==> config.mk <==
export PLATFORM = sky130hd
export DESIGN_NAME = stepper_pio_in_debounced
export DESIGN_NICKNAME = d
export VERILOG_FILES = /design/src/rtl/stepper_pio_in_debounced.sv
export SDC_FILE = /design/constraint.sdc
export NUM_CORES = 1
export LEC_CHECK = 0
export BUFFER_PORTS_ARGS = -buffer_cell sky130_fd_sc_hd__buf_2
export CAP_MARGIN = 20
export CORE_ASPECT_RATIO = 1.4
export CORE_MARGIN = 5
export CORE_UTILIZATION = 54
export CTS_CLUSTER_SIZE = 16
export DETAILED_ROUTE_END_ITERATION = 8
export PLACE_DENSITY = 0.73
export SYNTH_ARGS = -nofsm -noshare
export SYNTH_HDL_FRONTEND = slang
export SYNTH_SLANG_ARGS = --single-unit
==> constraint.sdc <==
create_clock -name clk -period 2.5 [get_ports clk]
set_input_delay 0.5 -clock clk [delete_from_list [all_inputs] [get_ports clk]]
set_output_delay 0.5 -clock clk [all_outputs]
set_load 0.005 [all_outputs]
==> src/rtl/stepper_pio_in_debounced.sv <==
// Avalon-MM input PIO: per-bit 2-FF synchroniser, debounce counter, rise/fall edge capture
// with write-1-to-clear and a masked level interrupt.
module stepper_pio_in_debounced #(
  parameter int WIDTH           = 9,
  parameter int CNT_W           = 16,
  parameter int DEBOUNCE_CYCLES = 50000
) (
  input  logic             clk,
  input  logic             reset_n,
  input  logic [2:0]       address,
  input  logic             chipselect,
  input  logic             write_n,
  input  logic [31:0]      writedata,
  input  logic [WIDTH-1:0] in_port,
  output logic [31:0]      readdata,
  output logic             irq
);

  localparam logic [CNT_W-1:0] CNT_LAST = CNT_W'(DEBOUNCE_CYCLES - 1);

  logic [WIDTH-1:0] sync1;
  logic [WIDTH-1:0] sync2;
  logic [WIDTH-1:0] db;
  logic [WIDTH-1:0] db_d;
  logic [WIDTH-1:0] irq_mask;
  logic [WIDTH-1:0] rise_en;
  logic [WIDTH-1:0] fall_en;
  logic [WIDTH-1:0] edge_capture;
  logic [WIDTH-1:0] wdata;
  logic [WIDTH-1:0] rise;
  logic [WIDTH-1:0] fall;
  logic [WIDTH-1:0] capture_next;
  logic [31:0]      read_next;
  logic             write_en;

  assign write_en = chipselect & ~write_n;
  assign wdata    = writedata[WIDTH-1:0];

  generate
    if (WIDTH < 32) begin : g_unused_wdata
      logic unused_wdata_bits;
      assign unused_wdata_bits = ^writedata[31:WIDTH];
    end
  endgenerate

  always_ff @(posedge clk or negedge reset_n) begin
    if (!reset_n) begin
      sync1 <= '0;
      sync2 <= '0;
      db_d  <= '0;
    end else begin
      sync1 <= in_port;
      sync2 <= sync1;
      db_d  <= db;
    end
  end

  // Each bit owns its counter; a new level is accepted only after DEBOUNCE_CYCLES
  // consecutive mismatching samples, and any return to the old level restarts the count.
  genvar gi;
  generate
    for (gi = 0; gi < WIDTH; gi++) begin : g_db
      logic [CNT_W-1:0] cnt;
      logic             db_bit;

      always_ff @(posedge clk or negedge reset_n) begin
        if (!reset_n) begin
          cnt    <= '0;
          db_bit <= 1'b0;
        end else if (sync2[gi] == db_bit) begin
          cnt <= '0;
        end else if (cnt == CNT_LAST) begin
          db_bit <= sync2[gi];
          cnt    <= '0;
        end else begin
          cnt <= cnt + 1'b1;
        end
      end

      assign db[gi] = db_bit;
    end
  endgenerate

  assign rise = db & ~db_d & rise_en;
  assign fall = ~db & db_d & fall_en;

  // New events are OR-ed in after the clear so a coincident clear cannot drop them.
  always_comb begin
    capture_next = edge_capture;
    if (write_en && address == 3'd3) begin
      capture_next = edge_capture & ~wdata;
    end
    capture_next = capture_next | rise | fall;
  end

  always_ff @(posedge clk or negedge reset_n) begin
    if (!reset_n) begin
      irq_mask     <= '0;
      rise_en      <= '1;
      fall_en      <= '0;
      edge_capture <= '0;
    end else begin
      edge_capture <= capture_next;
      if (write_en) begin
        case (address)
          3'd2:    irq_mask <= wdata;
          3'd4:    rise_en  <= wdata;
          3'd5:    fall_en  <= wdata;
          default: ;
        endcase
      end
    end
  end

  always_comb begin
    read_next = '0;
    case (address)
      3'd0:    read_next = 32'(db);
      3'd1:    read_next = 32'(sync2);
      3'd2:    read_next = 32'(irq_mask);
      3'd3:    read_next = 32'(edge_capture);
      3'd4:    read_next = 32'(rise_en);
      3'd5:    read_next = 32'(fall_en);
      default: read_next = '0;
    endcase
  end

  always_ff @(posedge clk or negedge reset_n) begin
    if (!reset_n) begin
      readdata <= '0;
    end else begin
      readdata <= read_next;
    end
  end

  assign irq = |(edge_capture & irq_mask);

endmodule

==> run metrics, run 1 <==
ANT cells=0; Setup-failing EPs final=0; Core Area=0.0192 mm²; Final Skew=0.00860 ns; final hold vios=0; # resized after CTS=0; insertion delay to the later sink of the worst-skew pair=0.50 ns; Crit. Startpoint=irq_mask[5]$_DFFE_PN0P_; GRT overflow=0; wire per inst=14.9 µm; CP cell instances=a22o_1 -> a221oi_1 -> nand3_1 -> buf_2; antenna violations before repair=1; Slew headroom=0.654; cell taking the most area after synthesis=dfrtp_1; I/O pin cnt=81; RSZ-0062 raised after global routing=false; largest net degree at the start of global routing=54; WP data required=2.00 ns; die width=128 µm; CP max FO=3; Post-Syn Instances=990; Hold WS=0.102 ns; EDFF count, synth=0; arrival time worst endpoint=1.72 ns; total leakage power=5.05 nW; Initial Utilization=0.549; post-synthesis sequential element count=225; Max Cap Viol=0; worst hold stages=1; pre-CTS WS=0.404 ns; clk root buf=clkbuf_16; cts bufs inserted=23; Area contributors post-synth=dfrtp_1, xnor2_1, nor2_1, mux2_2, nand3_1; FMAX=0.451 GHz; nets@finish=1,107; WL final=19,600 µm; port bufs=34; Post-synth top cells=dfrtp_1, nor2_1, xnor2_1; Setup Total Neg Slack=0 ns; max incr delay on CP=0.40 ns; HP Class=in -> reg; total number of vias=7,209; most frequent cell after synthesis=dfrtp_1; min-delay src=in_port[5]; pins over their slew limit=0; Worst-path clk slew=0.06 ns; gpl congestion=0.853; Worst-Margin Slew=0.518 ns; design area=0.0118 mm²; CTS tree=done; status=complete, no violations; Sw Share=0.221; layout cell share with drive strength beyond 1=0.144; first-pass GRT wire length=34,400 µm; Clock power frac=0.443; Worst Setup Path Type=reg -> out; sequential power share=0.498; Logic pwr share=0.059; via count of the first global-routing pass=7,331; clock sink count=225; Total GRT Usage=0.181; RR Startpoint=g_db[1].cnt[10]$_DFF_PN0_; average size of a mapped cell=10.6 µm²; asr flop ratio synth=1.00; initial DRC count=309; Internal Power=6.20 mW; filler cell count in the final layout=1,564; Power Dens Cells=673 mW/mm²; Post-Syn Area=0.0105 mm²; die area=0.0225 mm²; register area share after synthesis=0.535; Ys Warns=0; R2R depth=4; Via-to-Cell Ratio=5.49; Crit. End Element=output pin; ANT nets after route=0; NetSw=1.76 mW; Max clock buf depth=3; Final Util=0.616; Slowest cell on crit path=dfrtp_1; ys flop type=dfrtp_1; Die Y=175 µm; final worst slack=0.283 ns; drt drc=0; placement-stage cell area=0.0110 mm²; Area Growth Syn to Fin=12.3%; CP Launch Type=register; minimum clock period=2.22 ns; Max VDD drop=0.000457 V; H-tree levels=1; Distinct cells, synth=54; post-detail-place hpwl=13,400 µm; row cnt=60; Yosys top cell area share=0.513; fin crit share=0.887; drt first pass iters=4
==> worst paths after layout <==
kind	endpoint	slack (ns)
max in group asynchronous	g_db[0].cnt[7]$_DFF_PN0_	1.30
min in group asynchronous	g_db[8].cnt[13]$_DFF_PN0_	0.51
min	sync1[5]$_DFF_PN0_	0.10
min reg2reg	sync2[4]$_DFF_PN0_	0.35
max	irq	0.28
max reg2reg	g_db[1].cnt[10]$_DFF_PN0_	0.56
==> routing by layer <==
metal,track usage,vias up,share of wire
met1,0.237,3567,0.43
li1,-,3514,-
met2,0.313,98,0.51
met4,0.0509,2,0.018
met3,0.0277,28,0.039
met5,0,-,0.00066
==> critical path: cells and delay by family (launching register included) <==
kind / cells / cell delay [ns]
compound gates: 2 / 0.47
flops: 1 / 0.40
simple gates: 1 / 0.18
buf+inv: 1 / 0.17
==> kinds of logic (layout without fill, tap and decap cells) <==
kind of cell | after synthesis | in the layout | share of synthesized area
and+or+nand+nor | 451 | 451 | 0.212
DFF | 225 | 225 | 0.535
xor gates and xnor gates | 131 | 131 | 0.109
buffers and inverters | 68 | 122 | 0.0341
AOI/OAI and AO/OA | 54 | 54 | 0.0436
muxes | 51 | 51 | 0.0552
adders and majority gates | 9 | 9 | 0.0107
other | 1 | 23 | 0.000356
==> layout by cell type (no fill, tap or decap), types with 14 or more instances in the layout <==
master / instances
and3_1: 14
buf_2: 33
buf_4: 16
clkbuf_16: 23
conb_1: 23
dfrtp_1: 216
inv_1: 27
mux2_2: 37
nand2_1: 62
nand3_1: 52
nand4_1: 37
nor2_1: 170
nor3_1: 27
nor4_1: 39
xnor2_1: 104
xor2_1: 27
==> final cells by class <==
class                   instances  area [µm²]  area share
clock buffers                  31         656      0.0554
clock inverters                10         134      0.0113
flip-flops and latches        225        5640       0.477
repair buffers                 54         370      0.0313
multi-input cells             719        4620       0.391
inverters                      27         101     0.00856
well taps                     248         310      0.0262
==> what timing repair did <==
| action | CTS | global route |
|---|---|---|
| endpoints found under the hold margin | 44 | 0 |
| setup endpoints to repair | 0 | 0 |
| setup buffers | 0 | 0 |
| hold buffers | 1 | 0 |
==> sequential cells by signal (all words and copies together) (netlist names) <==
name,count
edge_capture,9
fall_en,9
g_db.db_bit,9
sync1,9
readdata,9
irq_mask,9
sync2,9
rise_en,9
g_db.cnt,144
db_d,9
==> power groups by stage <==
stage               clock network (mW)  logic [mW]  registers, mW
floorplan                            0       0.305           4.00
global placement                     0       0.462           4.02
detailed placement                   0       0.474           4.03
CTS                               3.61       0.478           3.97
global route                      3.76       0.533           3.99
finish                            3.53       0.468           3.97
==> metrics by stage <==
step                power [mW]  std cells
global placement          4.49       1272
finish                    7.96       1314
global route              8.28       1314
CTS                       8.06       1314
detailed placement        4.51       1272
floorplan                 4.30       1012
No activity file was read; power rests on OpenSTA's default activity.
==> inputs of run 2 (changes only) <==
--- a/config.mk
+++ b/config.mk
@@ -9,10 +9,10 @@
 export CAP_MARGIN = 20
 export CORE_ASPECT_RATIO = 1.4
 export CORE_MARGIN = 5
-export CORE_UTILIZATION = 54
+export CORE_UTILIZATION = 40
 export CTS_CLUSTER_SIZE = 16
 export DETAILED_ROUTE_END_ITERATION = 8
-export PLACE_DENSITY = 0.73
+export PLACE_DENSITY = 0.57
 export SYNTH_ARGS = -nofsm -noshare
 export SYNTH_HDL_FRONTEND = slang
 export SYNTH_SLANG_ARGS = --single-unit
==> run 2 against run 1 <==
Clock skew hardly changed. Maximum frequency grew 0.15%. Global-route usage is 4.2 points lower. Worst hold slack lost 0.010 ns. Worst setup slack better by 0.0033 ns. Combinational power is essentially flat. Final cell count is 6.3% higher. Via count fell by 0.39%. Non-clock buffer count up 4. Critical path type unchanged. Largest power group unchanged.
==> run metrics, run 2 (synthesis results as in run 1) <==
status=complete, no violations; initial DRC count=418; port bufs=34; gpl congestion=0.769; H-tree levels=1; CP Launch Type=register; pins over their slew limit=0; die area=0.0297 mm²; nets@finish=1,112; minimum clock period=2.21 ns; total power=8.00 mW; via count of the first global-routing pass=7,305; Area Growth Syn to Fin=13.5%; Worst-Margin Slew=0.561 ns; fin crit share=0.885; FMAX=0.452 GHz; Total GRT Usage=0.139; # resized after CTS=0; R2R depth=4; min-delay src=in_port[6]; CTS tree=done; layout cell share with drive strength beyond 1=0.144; first-pass GRT wire length=35,300 µm; Initial Utilization=0.404; largest net degree at the start of global routing=70; Die Y=202 µm; total number of vias=7,181; ANT nets after route=0; antenna violations before repair=1; cts bufs inserted=24; Hold WS=0.0919 ns; final hold vios=0; Slew headroom=0.626; HP Class=in -> reg; Worst Setup Path Type=reg -> out; arrival time worst endpoint=1.71 ns; pre-CTS WS=0.399 ns; ANT cells=0; die width=147 µm; Max clock buf depth=3; commonest non-fill, non-tap cell in the layout=dfrtp_1; insertion delay to the later sink of the worst-skew pair=0.51 ns; Worst-path clk slew=0.06 ns; WP data required=2.00 ns; R2R setup slack=0.58 ns; row cnt=70; Final Skew=0.00901 ns; WL final=20,400 µm; Core Area=0.0261 mm²; drt drc=0; clk root buf=clkbuf_16; clock sink count=225; Setup Total Neg Slack=0 ns; Setup-failing EPs final=0; RR Startpoint=g_db[1].cnt[10]$_DFF_PN0_; Reg-to-Reg End=g_db[1].cnt[8]$_DFF_PN0_; commonest non-fill, non-tap cells in the layout=dfrtp_1, nor2_1, xnor2_1; CP max FO=3; I/O pin cnt=81; number of flip-flops in the largest register=144; worst hold stages=1; Max VDD drop=0.000358 V; Crit. End Element=output pin; GRT overflow=0; total leakage power=5.07 nW; Power Dens Cells=669 mW/mm²; Max Cap Viol=0; RSZ-0062 raised after global routing=false; Via-to-Cell Ratio=5.14; post-detail-place hpwl=14,100 µm; wire per inst=14.6 µm; drt first pass iters=5; Hold Crit Endpoint=sync1[6]$_DFF_PN0_; final worst slack=0.287 ns; Largest Register=g_db.cnt
-- run 2: cell types whose count changed in the layout (fill, tap and decap cells not counted) --
cell        previous run  this run
clkbuf_1               3         9
buf_4                 16        21
clkinv_2               4         1
bufinv_16              3         1
clkbuf_16             23        25
clkbuf_8               5         7
clkinvlp_4             2         0
buf_12                 3         2
inv_6                  1         0
inv_8                  0         1
-- run 2: cell type report --
type                    instances  area, µm²
clock buffers                  41        756
clock inverters                 3       46.3
fillers                      2487      14100
inverters                      27        101
multi-input cells             719       4620
flip-flops and latches        225       5640
well taps                     324        405
repair buffers                 58        388
-- run 2: metrics by stage --
step	instance area, µm²	instances	util
floorplan	10600	1012	-
global placement	11100	1352	0.427
detailed placement	11100	1352	0.427
CTS	12000	1397	0.458
global route	12000	1397	0.458
finish	12000	1397	0.458
-- run 2: repair_timing --
action / in CTS / in global routing
buffers inserted: 0 / 0
endpoints found under the hold margin: 57 / 0
hold buffers: 1 / 0
-- run 2: worst max-delay path, stage by stage (launching register included) --
cell      delay [ns]
dfrtp_1         0.40
a22o_1          0.23
a221oi_1        0.24
nand3_1         0.16
buf_2           0.16
-- run 2: per-layer routing --
layer | share of wire | global-route usage
met5 | 0.00098 | 0
met1 | 0.44 | 0.181
met3 | 0.038 | 0.0215
met2 | 0.49 | 0.236
met4 | 0.026 | 0.0473
-- run 2: how the worst max path moves through the flow --
stage	startpoint	to	slack (ns)	depth (start not counted)
2_1_floorplan	write_n	irq_mask[0]$_DFFE_PN0P_	0.65	4
3_3_place_gp	write_n	irq_mask[2]$_DFFE_PN0P_	0.41	4
3_5_place_dp	write_n	irq_mask[0]$_DFFE_PN0P_	0.40	4
4_1_cts	irq_mask[5]$_DFFE_PN0P_	irq	0.26	4
5_1_grt	irq_mask[5]$_DFFE_PN0P_	irq	0.22	4
6_report	irq_mask[5]$_DFFE_PN0P_	irq	0.29	4
-- run 2: power breakdown --
part	internal, mW	total (mW)	switching (mW)
registers	3.84	3.97	0.128
clock network	2.15	3.56	1.41
logic	0.217	0.470	0.253
